File: config.mk
export PLATFORM = sky130hd
export DESIGN_NAME = cpu_datapath
export DESIGN_NICKNAME = d
export VERILOG_FILES = /design/src/rtl/cpu_datapath.sv
export SDC_FILE = /design/constraint.sdc
export NUM_CORES = 1
export LEC_CHECK = 0
export CAP_MARGIN = 25
export CELL_PAD_IN_SITES_DETAIL_PLACEMENT = 0
export CELL_PAD_IN_SITES_GLOBAL_PLACEMENT = 2
export CORE_MARGIN = 8
export CORE_UTILIZATION = 25
export DETAILED_ROUTE_END_ITERATION = 10
export GPL_ROUTABILITY_DRIVEN = 0
export PLACE_DENSITY = 0.63
export SYNTH_ARGS = -nofsm -noshare
export SYNTH_HDL_FRONTEND = slang
export SYNTH_SLANG_ARGS = --single-unit
File: constraint.sdc
create_clock -name clk -period 4.4 [get_ports clk]
set_input_delay 0.44 -clock clk [delete_from_list [all_inputs] [get_ports clk]]
set_output_delay 0.44 -clock clk [all_outputs]
set_load 0.01 [all_outputs]
File: src/rtl/cpu_datapath.sv
// cpu_datapath
//   Datapath and memory responder for an 8-phase sequence controller. It holds
//   the PC, IR and AC registers, the ALU, and a 2^ADDR_W x DATA_W memory. It
//   also has a preload port that fills memory before a run.
//
// Ports
//   clk, rst                    rising-edge clock; asynchronous active-high reset
//   memrd, loadir, halt, incpc,
//   loadac, loadpc, memwr       per-phase strobes from the controller
//   prog_en, prog_we,
//   prog_addr, prog_data        preload port; prog_en also freezes execution
//   opcode, zero                decode feedback to the controller
//   pc_out, ac_out              current PC and accumulator
//   halted, proto_err           sticky status flags, cleared only by rst
module cpu_datapath #(
    parameter int DATA_W = 8,
    parameter int ADDR_W = 5
) (
    input  logic              clk,
    input  logic              rst,
    input  logic              memrd,
    input  logic              loadir,
    input  logic              halt,
    input  logic              incpc,
    input  logic              loadac,
    input  logic              loadpc,
    input  logic              memwr,
    input  logic              prog_en,
    input  logic              prog_we,
    input  logic [ADDR_W-1:0] prog_addr,
    input  logic [DATA_W-1:0] prog_data,
    output logic [2:0]        opcode,
    output logic              zero,
    output logic [ADDR_W-1:0] pc_out,
    output logic [DATA_W-1:0] ac_out,
    output logic              halted,
    output logic              proto_err
);

    localparam int MEM_DEPTH = 1 << ADDR_W;

    logic [ADDR_W-1:0] pc_q, pc_d;
    logic [DATA_W-1:0] ir_q, ir_d;
    logic [DATA_W-1:0] ac_q, ac_d;
    logic [2:0]        ph_q, ph_d;
    logic              halted_q, halted_d;
    logic              proto_err_q, proto_err_d;

    logic [DATA_W-1:0] mem_q [MEM_DEPTH];

    logic [ADDR_W-1:0] ir_addr;
    logic [ADDR_W-1:0] addr;
    logic [DATA_W-1:0] mdata;
    logic [DATA_W-1:0] alu_res;
    logic              mem_we;
    logic [ADDR_W-1:0] mem_waddr;
    logic [DATA_W-1:0] mem_wdata;

    assign ir_addr = ir_q[ADDR_W-1:0];
    assign opcode  = ir_q[DATA_W-1 -: 3];

    // Phases 0-3 fetch from the PC; phases 4-7 access the IR operand address.
    assign addr  = ph_q[2] ? ir_addr : pc_q;
    assign mdata = mem_q[addr];

    always_comb begin
        case (opcode)
            3'b010:  alu_res = ac_q + mdata;
            3'b011:  alu_res = ac_q & mdata;
            3'b100:  alu_res = ac_q ^ mdata;
            3'b101:  alu_res = mdata;
            default: alu_res = ac_q;
        endcase
    end

    always_comb begin
        pc_d        = pc_q;
        ir_d        = ir_q;
        ac_d        = ac_q;
        ph_d        = ph_q;
        halted_d    = halted_q;
        proto_err_d = proto_err_q;
        mem_we      = 1'b0;
        mem_waddr   = addr;
        mem_wdata   = ac_q;

        if (prog_en) begin
            ph_d = 3'd0;
            if (prog_we) begin
                mem_we    = 1'b1;
                mem_waddr = prog_addr;
                mem_wdata = prog_data;
            end
        end else if (!halted_q) begin
            if (halt) begin
                // A halt edge freezes everything else on that same edge.
                halted_d = 1'b1;
            end else begin
                ph_d = ph_q + 3'd1;
                if (loadir) ir_d = mdata;
                if (loadpc) pc_d = ir_addr;
                else if (incpc) pc_d = pc_q + ADDR_W'(1);
                if (loadac) ac_d = alu_res;
                if (memwr) mem_we = 1'b1;
                // Protocol violations are flagged, but the operation still executes.
                if ((memrd && memwr) || (loadir && ph_q[2]) || (memwr && !ph_q[2]))
                    proto_err_d = 1'b1;
            end
        end
    end

    always_ff @(posedge clk or posedge rst) begin
        if (rst) begin
            pc_q        <= '0;
            ir_q        <= '0;
            ac_q        <= '0;
            ph_q        <= '0;
            halted_q    <= 1'b0;
            proto_err_q <= 1'b0;
        end else begin
            pc_q        <= pc_d;
            ir_q        <= ir_d;
            ac_q        <= ac_d;
            ph_q        <= ph_d;
            halted_q    <= halted_d;
            proto_err_q <= proto_err_d;
        end
    end

    // Memory is intentionally not reset, so preloaded programs survive rst.
    always_ff @(posedge clk) begin
        if (mem_we) mem_q[mem_waddr] <= mem_wdata;
    end

    assign zero      = (ac_q == '0);
    assign pc_out    = pc_q;
    assign ac_out    = ac_q;
    assign halted    = halted_q;
    assign proto_err = proto_err_q;

endmodule

==> flow_summary.yaml <==
run_status:
  outcome: "completed"
finish:
  antennaDiodeCount: 0
  fin_util: 0.303
  final_nets: 1241
  layoutNonFillerInstCount: 1916
  final_area_um2: 15800
  area_growth_pct: 20.6
  drive_gt1_frac: 0.126
  nFillCells: 5233
timing:
  setup_viol: 0
  rsz0062_at_grt: "false"
  fmax_ghz: 0.241
  timing.final.ws_setup_ns: 0.252
  post-route-period-util: 0.943
  slew-limit-headroom: 0.359
  whs_ns: 0.258
  final-max-slew-violation-count: 0
  skew_ns: 0.0133
  worst_pin_slew_ns: 0.962
  fin_setup_tns_ns: 0
  hold_viol: 0
  min_period_ns: 4.15
logic_synthesis:
  yosysUniqueCellTypes: 58
  synth_warnings: 0
  synth_cells: 1127
  async_flop_share: 0.0922
  ys.flop_type: "edfxtp_1"
  syn_nets: 1164
  synth-seq-cells: 282
  yosysSeqAreaShare: 0.635
  synth_edf_count: 256
  mappedNetlistArea_um2: 13100
  synth_area_per_cell_um2: 11.6
pwr:
  ir_drop_mv: 0.305
  leakagePower_nw: 5.47
  power_density_nw_per_um2: 462
  total_power_mw: 7.30
detailed_routing:
  drc: 0
  initialDrtViolationCount: 787
  ant_nets: 0
  dr.pass1.iters: 5
  vias_per_cell: 4.80
  vias: 9195
  routed_wl_um: 41800
  wire_per_inst_um: 21.8
floorplanning:
  coreArea_um2: 52200
  start_util: 0.251
  die_w_um: 245
  die_h_um: 245
  row_count: 84
  num_io_pins: 43
  die_area_um2: 60100
grt:
  antenna_found_initial: 1
  grt_pass1_vias: 9010
  grt_util_all_layers: 0.135
  grt_max_degree: 52
  grt_pass1_wl_um: 61700
  grt.overflow.total: 0
placed_design:
  dp_hpwl_um: 27800
  place_area_um2: 14700
  dpl.cell_count: 1856
  place_ws_ns: 0.0417
  io_buffer_count: 42
clock_network:
  cts_buffer_depth: 3
  cts_tree: "yes"
  clk_pin_slew_ns: 0.07
  clkLatencyLatePin_ns: 0.58
  root_buffer: "clkbuf_16"
  cts_buffers: 31
  h-tree-depth: 1
  clock_sinks: 282
  ctsHoldBuffers: 0
worst_setup_path:
  critPathTopFamily: "compound AO/OA/AOI/OAI gates"
  cp.buffers_inverters: 2
  path_class: "reg2reg"
  cpMostUsedCell: "a21oi_1"
  ff2ff_setup_slack_ns: 0.25
  crit_cells: 14
  arrival_ns: 4.61
  reg2reg_depth: 14
  slowest_delay_ns: 0.59
  r2r_end: "ac_out[4]$_DFFE_PP0P_"
  path_max_fanout: 16
  crit_path_end_kind: "register"
  rr_startpoint: "ph_q[2]$_DFFE_PP0P_"
  cp_data_required_time_ns: 4.86
  cp-start-kind: "register"
  slowest_stage: "o21ai_2"
  worstPathCellList: "buf_4 > o21ai_2 > buf_4 > o21ai_0 > a31oi_1 > nor2_1 > ha_1 > fa_1 > a21o_1 > a21oi_1 > o21ai_0 > a21oi_1 > a21oi_1 > o32a_1"
job:
  cap_violations: 0
hold_path:
  hp-class: "in2async"
## cell usage in the layout, fill, tap and decap left out, drive strengths merged, types with 21 or more instances in the layout
cell	instances
o22a	27
o21ai	84
inv	21
a21oi	56
edfxtp	256
nand2	114
nor2	179
buf	77
o22ai	38
clkbuf	35
clkdlybuf4s50	42
dfrtp	26
## registers in the layout (all words and copies together), names as in the netlist
signal     flops
pc_out         5
mem_q        256
halted         1
ir_q           8
ac_out         8
proto_err      1
ph_q           3
## worst max-delay path by stage
stage	endpoint	from	slack (ns)
2_1_floorplan	ac_out[7]$_DFFE_PP0P_	ph_q[2]$_DFFE_PP0P_	0.71
3_3_place_gp	ac_out[7]$_DFFE_PP0P_	ph_q[2]$_DFFE_PP0P_	0.11
3_5_place_dp	ac_out[7]$_DFFE_PP0P_	ph_q[2]$_DFFE_PP0P_	0.04
4_1_cts	ac_out[7]$_DFFE_PP0P_	ph_q[2]$_DFFE_PP0P_	0.02
5_1_grt	ac_out[4]$_DFFE_PP0P_	ph_q[2]$_DFFE_PP0P_	0.03
6_report	ac_out[4]$_DFFE_PP0P_	ph_q[2]$_DFFE_PP0P_	0.25
## kinds of logic (layout without fill, tap and decap cells)
logic type,after synthesis,count (layout),share of synthesized area
DFF,282,282,0.635
and+or+nand+nor,378,378,0.123
muxes,24,24,0.0291
xor gates and xnor gates,6,6,0.00400
adders and majority gates,13,13,0.0130
AOI/OAI and AO/OA,328,328,0.162
buffers and inverters,96,197,0.0339
## repair_timing
action                     4_1_cts  5_1_grt
buffers inserted                 0        2
setup endpoints to repair        0        4
gates resized for setup          0        8
## synthesized netlist by cell type (all sizes together), types with 6 or more instances
library cell | number | share of area
a211oi | 13 | 0.0074
a21o | 8 | 0.0046
a21oi | 56 | 0.021
a22oi | 15 | 0.0086
a31oi | 20 | 0.0095
a32o | 6 | 0.0046
and3 | 17 | 0.0081
buf | 43 | 0.019
clkbuf | 33 | 0.0094
dfrtp | 26 | 0.050
edfxtp | 256 | 0.59
ha | 12 | 0.011
inv | 20 | 0.0057
mux2 | 10 | 0.0086
mux4 | 9 | 0.015
nand2 | 114 | 0.033
nand2b | 12 | 0.0057
nand3 | 12 | 0.0046
nor2 | 179 | 0.051
nor2b | 14 | 0.0067
nor3 | 12 | 0.0046
o211ai | 17 | 0.0097
o21ai | 84 | 0.032
o22a | 27 | 0.018
o22ai | 38 | 0.018
o31ai | 15 | 0.0086
or3 | 7 | 0.0033
## tightest hold or removal path: stages
cell	delay, ns
clkdlybuf4s50_1	0.40
inv_1	0.05
buf_4	0.36
## cell type report
cell class              count  area [um^2]  share of cell area
inverters                  20         75.1             0.00475
clock inverters            23          235              0.0149
clock buffers              34          787              0.0497
multi-input cells         749         4370               0.276
repair buffers            120         1150              0.0726
well taps                 688          861              0.0544
flip-flops and latches    282         8340               0.527
## power by group
group / total [mW] / switching (mW) / internal, mW
sequential: 3.15 / 0.0721 / 3.08
clock: 2.64 / 1.07 / 1.57
combinational: 1.52 / 0.972 / 0.549
## layer usage
metal,wire length (um),track usage,up-vias
li1,-,-,4393
met5,0,0,-
met2,19100,0.212,198
met4,635,0.0286,0
met3,1750,0.0184,43
met1,20300,0.195,4561
(Power assumes the default switching activity.)
